[src/rtl/cdb_arbiter_if.sv]
// CDB arbiter bus bundle: FU completion requests in, grants and
// registered CDB lanes out.
interface cdb_arbiter_if #(
  parameter int NUM_REQ   = 8,
  parameter int CDB_WIDTH = 4,
  parameter int TAG_W     = 7
);
  logic [NUM_REQ-1:0]       fu_req;
  logic [NUM_REQ*TAG_W-1:0] fu_tag;
  logic                     flush;
  logic [NUM_REQ-1:0]       fu_grant;
  logic [CDB_WIDTH-1:0]     cdb_pr_ready;
  logic [TAG_W-1:0]         cdb_pr_tag_0;
  logic [TAG_W-1:0]         cdb_pr_tag_1;
  logic [TAG_W-1:0]         cdb_pr_tag_2;
  logic [TAG_W-1:0]         cdb_pr_tag_3;

  modport master (
    output fu_req, fu_tag, flush,
    input  fu_grant, cdb_pr_ready,
    input  cdb_pr_tag_0, cdb_pr_tag_1,
    input  cdb_pr_tag_2, cdb_pr_tag_3
  );

  modport slave (
    input  fu_req, fu_tag, flush,
    output fu_grant, cdb_pr_ready,
    output cdb_pr_tag_0, cdb_pr_tag_1,
    output cdb_pr_tag_2, cdb_pr_tag_3
  );
endinterface

[src/rtl/cdb_arbiter.sv]
// Round-robin CDB arbiter with registered lanes.
// Define CDB_ARB_FIXED_PRI_EN for fixed lowest-index-first priority.
module cdb_arbiter #(
  parameter int NUM_REQ   = 8,
  parameter int CDB_WIDTH = 4,
  parameter int TAG_W     = 7
) (
  input  logic       clock,
  input  logic       reset,
  cdb_arbiter_if.slave bus
);
  localparam int PW = (NUM_REQ > 1) ? $clog2(NUM_REQ) : 1;
  localparam int LW = (CDB_WIDTH > 1) ? $clog2(CDB_WIDTH) : 1;
  localparam int CW = $clog2(CDB_WIDTH + 1);

  logic [TAG_W-1:0]     tag_a [NUM_REQ];
  logic [NUM_REQ-1:0]   grant_raw;
  logic [CDB_WIDTH-1:0] lane_v_d, lane_v_q;
  logic [TAG_W-1:0]     lane_tag_d [CDB_WIDTH];
  logic [TAG_W-1:0]     lane_tag_q [CDB_WIDTH];
  logic [TAG_W-1:0]     pad [4];
  logic [PW-1:0]        base, last, idx;
  logic [CW-1:0]        cnt;

  for (genvar i = 0; i < NUM_REQ; i++) begin : g_tag
    assign tag_a[i] = bus.fu_tag[i*TAG_W +: TAG_W];
  end

  // k-th winner in scan order lands on lane k
  always_comb begin
    grant_raw = '0;
    last      = base;
    idx       = base;
    cnt       = '0;
    lane_v_d  = '0;
    for (int k = 0; k < CDB_WIDTH; k++) lane_tag_d[k] = '1;
    for (int j = 0; j < NUM_REQ; j++) begin
      idx = base + PW'(j);
      if (bus.fu_req[idx] && cnt < CW'(CDB_WIDTH)) begin
        grant_raw[idx]          = 1'b1;
        lane_v_d[cnt[LW-1:0]]   = 1'b1;
        lane_tag_d[cnt[LW-1:0]] = tag_a[idx];
        last = idx;
        cnt  = cnt + 1'b1;
      end
    end
    if (bus.flush) begin
      lane_v_d = '0;
      for (int k = 0; k < CDB_WIDTH; k++) lane_tag_d[k] = '1;
    end
  end

  assign bus.fu_grant = (reset || bus.flush) ? '0 : grant_raw;

`ifdef CDB_ARB_FIXED_PRI_EN
  assign base = '0;
`else
  logic [PW-1:0] rr_d, rr_q;

  assign base = rr_q;
  assign rr_d = (|bus.fu_grant) ? last + 1'b1 : rr_q;

  always_ff @(posedge clock) begin
    if (reset) rr_q <= '0;
    else       rr_q <= rr_d;
  end
`endif

  always_ff @(posedge clock) begin
    if (reset) begin
      lane_v_q <= '0;
      for (int k = 0; k < CDB_WIDTH; k++) lane_tag_q[k] <= '1;
    end else begin
      lane_v_q   <= lane_v_d;
      lane_tag_q <= lane_tag_d;
    end
  end

  // rob always sees four tag ports; unused lanes read as invalid tag
  for (genvar k = 0; k < 4; k++) begin : g_pad
    if (k < CDB_WIDTH) begin : g_on
      assign pad[k] = lane_tag_q[k];
    end else begin : g_off
      assign pad[k] = '1;
    end
  end

  assign bus.cdb_pr_ready = lane_v_q;
  assign bus.cdb_pr_tag_0 = pad[0];
  assign bus.cdb_pr_tag_1 = pad[1];
  assign bus.cdb_pr_tag_2 = pad[2];
  assign bus.cdb_pr_tag_3 = pad[3];
endmodule

[src/flat_wrapper.sv]
// flat-port wrapper written by rule: the top's interface ports become plain ports
module cdb_arbiter_flat 
#(
  parameter int NUM_REQ   = 8,
  parameter int CDB_WIDTH = 4,
  parameter int TAG_W     = 7
)
  (clock, reset, bus_fu_req, bus_fu_tag, bus_flush, bus_fu_grant, bus_cdb_pr_ready, bus_cdb_pr_tag_0, bus_cdb_pr_tag_1, bus_cdb_pr_tag_2, bus_cdb_pr_tag_3);
  cdb_arbiter_if #(.NUM_REQ(NUM_REQ), .CDB_WIDTH(CDB_WIDTH), .TAG_W(TAG_W)) bus_i ();
  input  logic clock;
  input  logic reset;
  input wire logic [$bits(bus_i.fu_req)-1:0] bus_fu_req;
  input wire logic [$bits(bus_i.fu_tag)-1:0] bus_fu_tag;
  input wire logic [$bits(bus_i.flush)-1:0] bus_flush;
  output wire logic [$bits(bus_i.fu_grant)-1:0] bus_fu_grant;
  output wire logic [$bits(bus_i.cdb_pr_ready)-1:0] bus_cdb_pr_ready;
  output wire logic [$bits(bus_i.cdb_pr_tag_0)-1:0] bus_cdb_pr_tag_0;
  output wire logic [$bits(bus_i.cdb_pr_tag_1)-1:0] bus_cdb_pr_tag_1;
  output wire logic [$bits(bus_i.cdb_pr_tag_2)-1:0] bus_cdb_pr_tag_2;
  output wire logic [$bits(bus_i.cdb_pr_tag_3)-1:0] bus_cdb_pr_tag_3;
  assign bus_i.fu_req = bus_fu_req;
  assign bus_i.fu_tag = bus_fu_tag;
  assign bus_i.flush = bus_flush;
  assign bus_fu_grant = bus_i.fu_grant;
  assign bus_cdb_pr_ready = bus_i.cdb_pr_ready;
  assign bus_cdb_pr_tag_0 = bus_i.cdb_pr_tag_0;
  assign bus_cdb_pr_tag_1 = bus_i.cdb_pr_tag_1;
  assign bus_cdb_pr_tag_2 = bus_i.cdb_pr_tag_2;
  assign bus_cdb_pr_tag_3 = bus_i.cdb_pr_tag_3;
  cdb_arbiter #(.NUM_REQ(NUM_REQ), .CDB_WIDTH(CDB_WIDTH), .TAG_W(TAG_W)) u_core (.clock(clock), .reset(reset), .bus(bus_i));
endmodule
[config.mk]
export PLATFORM = sky130hd
export DESIGN_NAME = cdb_arbiter_flat
export DESIGN_NICKNAME = d
export VERILOG_FILES = /design/src/rtl/cdb_arbiter_if.sv /design/src/rtl/cdb_arbiter.sv /design/src/flat_wrapper.sv
export SDC_FILE = /design/constraint.sdc
export NUM_CORES = 1
export LEC_CHECK = 0
export BUFFER_PORTS_ARGS = -buffer_cell sky130_fd_sc_hd__buf_2
export CAP_MARGIN = 40
export CORE_MARGIN = 2
export CORE_UTILIZATION = 40
export DETAILED_ROUTE_END_ITERATION = 10
export HOLD_SLACK_MARGIN = 0.12
export PLACE_DENSITY = 0.61
export SLEW_MARGIN = 20
export SYNTH_ARGS = -nofsm -noshare
export SYNTH_HDL_FRONTEND = slang
export SYNTH_SLANG_ARGS = --single-unit
[constraint.sdc]
create_clock -name clock -period 10.55 [get_ports clock]
set_clock_uncertainty 0.05 [all_clocks]
set_input_delay 0.5275 -clock clock [delete_from_list [all_inputs] [get_ports clock]]
set_output_delay 0.5275 -clock clock [all_outputs]
set_load 0.02 [all_outputs]
==> results of run 1 <==
## worst max path at each step
stage,to,slack [ps],depth (start not counted)
floorplan,u_core.base[0],2500,31
global placement,u_core.base[0],1740,25
detailed placement,u_core.base[0],1530,25
CTS,u_core.base[0],1500,25
global route,u_core.base[2],630,25
finish,u_core.base[0],1340,25
## layout by cell type, fill, tap and decap left out, drive strengths merged, types with 4 or more instances in the layout
cell,count
inv,27
nand4,6
nor3,23
a31oi,13
and2,13
clkbuf,7
nand2b,4
o211ai,14
a22oi,4
o21ai,52
xnor2,7
dfxtp,35
o31ai,7
a221oi,13
nor2,65
mux4,64
mux2,26
o311ai,10
buf,122
o22ai,17
ha,22
o221ai,7
mux2i,30
a21oi,27
nand2,157
nand3,42
a41oi,8
a211oi,25
## per-layer routing
metal	part of all wire, %	track usage [%]	wire length [um]	up-vias
met1	47	38.8	10500	3387
met4	1.4	4.67	323	0
met2	42	36.8	9510	394
met5	0	0	0	-
met3	9.7	4.22	2200	27
li1	-	-	-	3390
## sequential cells by signal, indices dropped and copies added (netlist names)
register,flops
u_core.bus.cdb_pr_tag_0,7
u_core.bus.cdb_pr_tag_3,7
u_core.bus.cdb_pr_tag_1,7
u_core.base,3
u_core.bus.cdb_pr_ready,4
u_core.bus.cdb_pr_tag_2,7
## stage by stage
step	instances	setup slack, ps
2_1_floorplan	852	2500
4_1_cts	1124	1500
3_3_place_gp	1112	1740
5_1_grt	1127	629
3_5_place_dp	1116	1530
6_report	1127	1340
## worst max-delay path, stage by stage (launching register included)
cell and delay [ps]:
dfxtp_4 530, inv_1 350, ha_2 810, mux4_2 460
nand2_1 160, and2_1 440, ha_1 520, inv_1 300
nor2_1 390, nand2_1 320, ha_1 450, a221oi_1 270
buf_4 230, xnor2_1 280, inv_1 120, ha_1 320
a21oi_1 260, ha_1 480, o21ai_0 250, a41oi_1 300
o21ai_0 110, a221o_1 330, a221o_1 370, or4b_4 520
or4_1 400, o21ai_0 80
## layout make-up
cell class / count / area (um2) / share of cell area (%)
Multi-Input combinational cell: 712 / 5570 / 74.1
Sequential cell: 35 / 706 / 9.39
Timing Repair Buffer: 124 / 691 / 9.19
Tap cell: 220 / 275 / 3.66
Clock buffer: 5 / 125 / 1.66
Inverter: 28 / 105 / 1.40
Clock inverter: 3 / 43.8 / 0.583
## logic make-up after synthesis
group                    share of synthesized area [%]
adder cells (fa/ha/maj)                           4.12
flip-flops                                        10.5
XOR/XNOR                                          1.63
buffers and inverters                             6.33
AND/OR/NAND/NOR                                   21.7
AO/OA/AOI/OAI                                     24.8
multiplexers                                      30.9
==> qor.csv, run 1 <==
metric;value;unit
Max Freq;0.109;GHz
startpoint types;flip-flop;
Initial Util;40.6;%
CTS root buffer;clkbuf_16;
Syn. warnings;0;
HP Start;reset;
vias in the first global route;6392;
worst endpoint required time;10710;ps
Horiz. Die Dim;133;um
most instantiated library cell after synthesis;nand2_1;
Synth Register Bits;35;
crit path max fanout;31;
Async SR Flop Fraction;0;%
Post-Route WL;22.6;mm
routed via count;7198;
Mapped Nets;941;
Final #Nets;995;
synth cell count leaders;nand2_1 (156), nor2_1 (65), mux4_2 (64), clkbuf_1 (53), o21ai_0 (44);
Die ar.;17800;um2
Crit Path Class;flip-flop to flip-flop;
Core Util, Final;45.6;%
TritonCTS Buffers;5;
Synth area leader;mux4_2;
Reg-to-Reg Start;u_core.base[0];
sequential area share after synthesis;10.5;%
P&R area growth vs syn;12.5;%
vias per cell;6.39;
Worst slew margin;49.1;%
worst hold slack;427;ps
clk sinks;35;
syn avg cell area;7.84;um2
Worst Hold Depth;2;
Synth area leaders;mux4_2 (22%), dfxtp_1 (10%), nand2_1 (8.8%);
# hold bufs at CTS;0;
sink of the worst hold path;u_core.base[1];
First DRT Iteration DRCs;849;
drt first pass iters;6;
MaxCap Viol Count;0;
# IOs;107;
largest net degree at the start of global routing;49;
HP Class;input port to flip-flop;
clk slew on worst S/H paths;60;ps
Netlist Area Pre-Place;6680;um2
CTS tree;done;
Setup crit start;u_core.base[0];
Arr. time, crit path;9360;ps
total core area;16500;um2
initial antenna violation count;0;
CTS H-tree lvls;2;
final setup TNS;0;ps
status;finished, final reports clean;
ANT cells;0;
Top FF cell, synth;dfxtp_1;
gr ovfl total;0;
Post-DRT Antenna Nets;0;
gpl congestion;0.989;
Crit. End Element;flip-flop;
post-layout minimum cycle time;9210;ps
worst-margin pin slew;761;ps
Post-route DRC;0;
R2R depth;25;
Setup Fix Bufs, Post-CTS;0;
period utilization;87.3;%
routed length per placed instance;20.0;um
cell count after synthesis;852;
area share of the largest cell type after synthesis;21.6;%
RSZ-0062 raised after global routing;no;
HPWL Detailed;17.6;mm
Fin. Hold Viols;0;
# resized after CTS;0;
filler cell count;1681;
synth unique cells;81;
share of cells above drive strength 1;24.8;%
R2R Path End;u_core.base[0];
Design Area, Final;7520;um2
Post-synth EDFFs;0;
Clock Path Buffers;2;
Post-DP Area;7320;um2
Final Max Slew Viols;0;
all-layer global routing usage;25.1;%
first-pass GRT wire length;36.0;mm
Rows;47;
flop-to-flop setup slack;1340;ps
I/O Buffers;106;
Setup-failing EPs final;0;
Die Y;133;um
worst skew pair latency;290;ps
Power of run 1 is not shown: default switching activity piles up to over one toggle a cycle in this logic, so the estimate is an artifact.
==> run 2: changes to the inputs <==
- ABC_AREA: default -> 1
- BUFFER_PORTS_ARGS: -buffer_cell sky130_fd_sc_hd__buf_2 -> default
- DONT_BUFFER_PORTS: default -> 1
- PLACE_DENSITY: 0.61 -> 0.55
==> qor.csv, run 2 <==
metric;value;unit
TritonCTS Buffers;5;
Post-route DRC;0;
synth cell count leaders;nand2_1 (440), o21ai_0 (174), nand3_1 (135), inv_1 (103);
drt first pass iters;5;
vias per cell;5.67;
Worst Hold Depth;3;
worst endpoint required time;10640;ps
Crit Path Class;flip-flop to flip-flop;
Worst path slowest cell;a21oi_1;
Die Y;131;um
sequential area share after synthesis;10.9;%
commonest cells after routing, fill and taps aside;nand2_1 (440), o21ai_0 (174), nand3_1 (135), inv_1 (103), nor2_1 (49);
First DRT Iteration DRCs;685;
routed length per placed instance;16.1;um
# resized after CTS;0;
all-layer global routing usage;26.1;%
Synth Register Bits;35;
Final #Nets;1264;
# hold bufs at CTS;0;
syn avg cell area;5.23;um2
Post-synth EDFFs;0;
Die ar.;17200;um2
RSZ-0062 raised after global routing;no;
gpl congestion;0.968;
Top delay family on crit path;simple AND/OR/NAND/NOR gates;
most common cell after layout, fill and taps aside;nand2_1;
initial antenna violation count;0;
vias in the first global route;7385;
cell count after synthesis;1234;
ANT cells;0;
Initial Util;40.8;%
Rows;46;
clk sinks;35;
worst-margin pin slew;874;ps
CTS tree;done;
Top FF cell, synth;dfxtp_1;
HP Class;input port to flip-flop;
post-layout minimum cycle time;8630;ps
CTS root buffer;clkbuf_16;
clk slew on worst S/H paths;60;ps
Arr. time, crit path;8720;ps
Post-DRT Antenna Nets;0;
period utilization;81.8;%
crit path max fanout;72;
final setup TNS;0;ps
Max Freq;0.116;GHz
I/O Buffers;0;
# IOs;107;
Synth area leaders;nand2_1 (26%), o21ai_0 (13%), dfxtp_1 (11%);
Buf/Inv on CP;9;
Setup-failing EPs final;0;
share of cells above drive strength 1;5.02;%
CTS H-tree lvls;2;
Horiz. Die Dim;131;um
Post-Route WL;22.3;mm
critical path depth;34;
startpoint types;flip-flop;
first-pass GRT wire length;35.9;mm
R2R depth;34;
most instantiated library cell after synthesis;nand2_1;
MaxCap Viol Count;0;
P&R area growth vs syn;2.89;%
Synth area leader;nand2_1;
Syn. warnings;0;
crit-path max cell delay;630;ps
Worst slew margin;41.1;%
Final Max Slew Viols;0;
flop-to-flop setup slack;1920;ps
Clock Path Buffers;2;
area share of the largest cell type after synthesis;25.6;%
CP most frequent cell;nand2_1;
Crit. End Element;flip-flop;
synth unique cells;43;
Setup Fix Bufs, Post-CTS;0;
Fin. Hold Viols;0;
gr ovfl total;0;
HPWL Detailed;17.7;mm
largest net degree at the start of global routing;79;
Async SR Flop Fraction;0;%
Mapped Nets;1323;
routed via count;7886;
status;finished, final reports clean;
total core area;15800;um2
worst skew pair latency;280;ps
Netlist Area Pre-Place;6460;um2
==> run 2: per-layer routing <==
metal	up-vias	global-route usage (%)	routed length [um]
li1	3985	-	-
met1	3609	30.5	9270
met2	243	49.5	11400
met3	49	2.60	966
met4	0	8.26	735
met5	-	0	0
==> run 2: layout make-up <==
class / count / area (um2)
Multi-Input combinational cell: 1009 / 5020
Fill cell: 1812 / 9180
Clock inverter: 2 / 12.5
Timing Repair Buffer: 9 / 82.6
Clock buffer: 6 / 129
Sequential cell: 35 / 702
Tap cell: 216 / 270
Inverter: 115 / 432
==> run 2: through the flow <==
| stage | hold WS (ps) | utilization, % | instances | cell area (um2) | setup slack [ps] |
|---|---|---|---|---|---|
| 2_1_floorplan | 646 | - | 1234 | 6460 | 4560 |
| 3_3_place_gp | 660 | 40.9 | 1382 | 6470 | 2360 |
| 3_5_place_dp | 665 | 40.9 | 1382 | 6470 | 2070 |
| 4_1_cts | 367 | 41.8 | 1390 | 6610 | 2050 |
| 5_1_grt | 394 | 42.0 | 1392 | 6640 | 1040 |
| 6_report | 367 | 42.0 | 1392 | 6640 | 1920 |
==> run 2: cells by family after synthesis <==
group,after synthesis,synth area share [%]
AND/OR/NAND/NOR,676,44.7
AO/OA/AOI/OAI,305,27.2
buffers and inverters,190,11.5
flip-flops,35,10.9
adder cells (fa/ha/maj),22,4.26
XOR/XNOR,3,0.988
multiplexers,3,0.465
==> run 2: path summary, 6_finish.rpt <==
| kind | startpoint | endpoint |
|---|---|---|
| setup / recovery | u_core.base[0] | u_core.bus.cdb_pr_tag_2[4] |
| hold / removal | reset | u_core.base[0] |
| setup reg to reg | u_core.base[0] | u_core.bus.cdb_pr_tag_2[4] |
| hold reg to reg | u_core.base[0] | u_core.base[0] |
==> run 2: worst reg2reg max path: cells and delay by family (launching register included) <==
family / cells / cell delay (ps)
AOI/OAI and AO/OA: 4 / 1090
and+or+nand+nor: 17 / 3780
buffers and inverters: 9 / 1870
adders and majority gates: 4 / 1260
DFF: 1 / 460
Power of run 2 is left out for the same reason.
==> run 3: changes to the inputs <==
- clock period: 10.55 -> 8.5 ns (I/O delays scaled with it)
==> qor.csv, run 3 (synthesized netlist as in run 2, its figures left out) <==
metric;value;unit
Horiz. Die Dim;131;um
Core Util, Final;42.2;%
P&R area growth vs syn;3.31;%
vias per cell;5.61;
Worst path slowest cell;a21oi_1;
initial antenna violation count;1;
post-layout minimum cycle time;7510;ps
Post-Place Setup Slack;1100;ps
clk sinks;35;
TritonCTS Buffers;5;
drt first pass iters;6;
CTS H-tree lvls;2;
First DRT Iteration DRCs;582;
Post-route DRC;0;
Clock Path Buffers;2;
largest net degree at the start of global routing;84;
total core area;15800;um2
Fin. Hold Viols;0;
Initial Util;40.8;%
Die ar.;17200;um2
CTS tree;done;
crit path max fanout;83;
I/O Buffers;0;
Setup Fix Bufs, Post-CTS;0;
all-layer global routing usage;26.6;%
Setup-failing EPs final;0;
setup ws final;989;ps
HPWL Detailed;17.9;mm
# resized after CTS;0;
status;finished, final reports clean;
Die Y;131;um
Post-DRT Antenna Nets;0;
HP Class;input port to flip-flop;
worst-margin pin slew;828;ps
Arr. time, crit path;7630;ps
first-pass GRT wire length;36.1;mm
MaxCap Viol Count;0;
gr ovfl total;0;
commonest cells after routing, fill and taps aside;nand2_1 (440), o21ai_0 (174), nand3_1 (135), inv_1 (103), nor2_1 (49);
clk slew on worst S/H paths;60;ps
flop-to-flop setup slack;990;ps
RSZ-0062 raised after global routing;no;
share of cells above drive strength 1;5.26;%
Worst slew margin;44.8;%
worst endpoint required time;8620;ps
Post-Route WL;22.5;mm
period utilization;88.4;%
Crit Path Class;flip-flop to flip-flop;
worst skew pair latency;290;ps
crit-path max cell delay;620;ps
Crit. End Element;flip-flop;
Max Freq;0.133;GHz
Final Max Slew Viols;0;
CP most frequent cell;nand2_1;
Rows;46;
ANT cells;0;
# IOs;107;
most common cell after layout, fill and taps aside;nand2_1;
routed length per placed instance;16.1;um
gpl congestion;0.931;
startpoint types;flip-flop;
routed via count;7814;
# hold bufs at CTS;0;
Final #Nets;1266;
vias in the first global route;7513;
final setup TNS;0;ps
CTS root buffer;clkbuf_16;
filler cell count;1810;
run 3: cell count changes in the layout (fill, tap and decap cells not counted):
cell,change
buf_4,+4
buf_8,-2
bufinv_16,+1
clkbuf_1,-1
clkinv_4,+1
clkinvlp_4,-1
run 3: routing by layer:
layer | vias to the layer above | GRT usage, % | part of all wire, %
li1 | 3998 | - | -
met1 | 3552 | 29.2 | 41
met2 | 196 | 50.4 | 50
met3 | 66 | 3.17 | 4.0
met4 | 2 | 13.1 | 4.9
met5 | - | 0 | 0.058
run 3: path summary, 6_finish.rpt:
check / start / endpoint / depth (start not counted)
setup / recovery: u_core.base[0] / u_core.bus.cdb_pr_tag_2[1] / 32
hold / removal: reset / u_core.base[0] / 3
setup reg to reg: u_core.base[0] / u_core.bus.cdb_pr_tag_2[1] / 32
hold reg to reg: u_core.base[0] / u_core.base[0] / 4
run 3: final cells by class:
cell class	instances	area, um2	share of cell area, %
Clock buffer	5	125	1.88
Clock inverter	3	43.8	0.656
Inverter	115	432	6.47
Multi-Input combinational cell	1009	5020	75.2
Sequential cell	35	702	10.5
Tap cell	216	270	4.05
Timing Repair Buffer	11	82.6	1.24
run 3: worst max-delay path, delay by kind of cell, from the launching register on:
| kind | cells | cell delay (ps) |
|---|---|---|
| buffers and inverters | 6 | 1110 |
| AO/OA/AOI/OAI | 3 | 940 |
| adder cells (fa/ha/maj) | 4 | 1190 |
| AND/OR/NAND/NOR | 19 | 3700 |
| flip-flops | 1 | 330 |
run 3: through the flow:
stage	cells	cell area [um2]	hold WS, ps
finish	1394	6670	259
global route	1394	6670	278
CTS	1394	6670	256
detailed placement	1386	6500	570
global placement	1386	6500	569
floorplan	1234	6460	544
Power of run 3 is left out for the same reason.
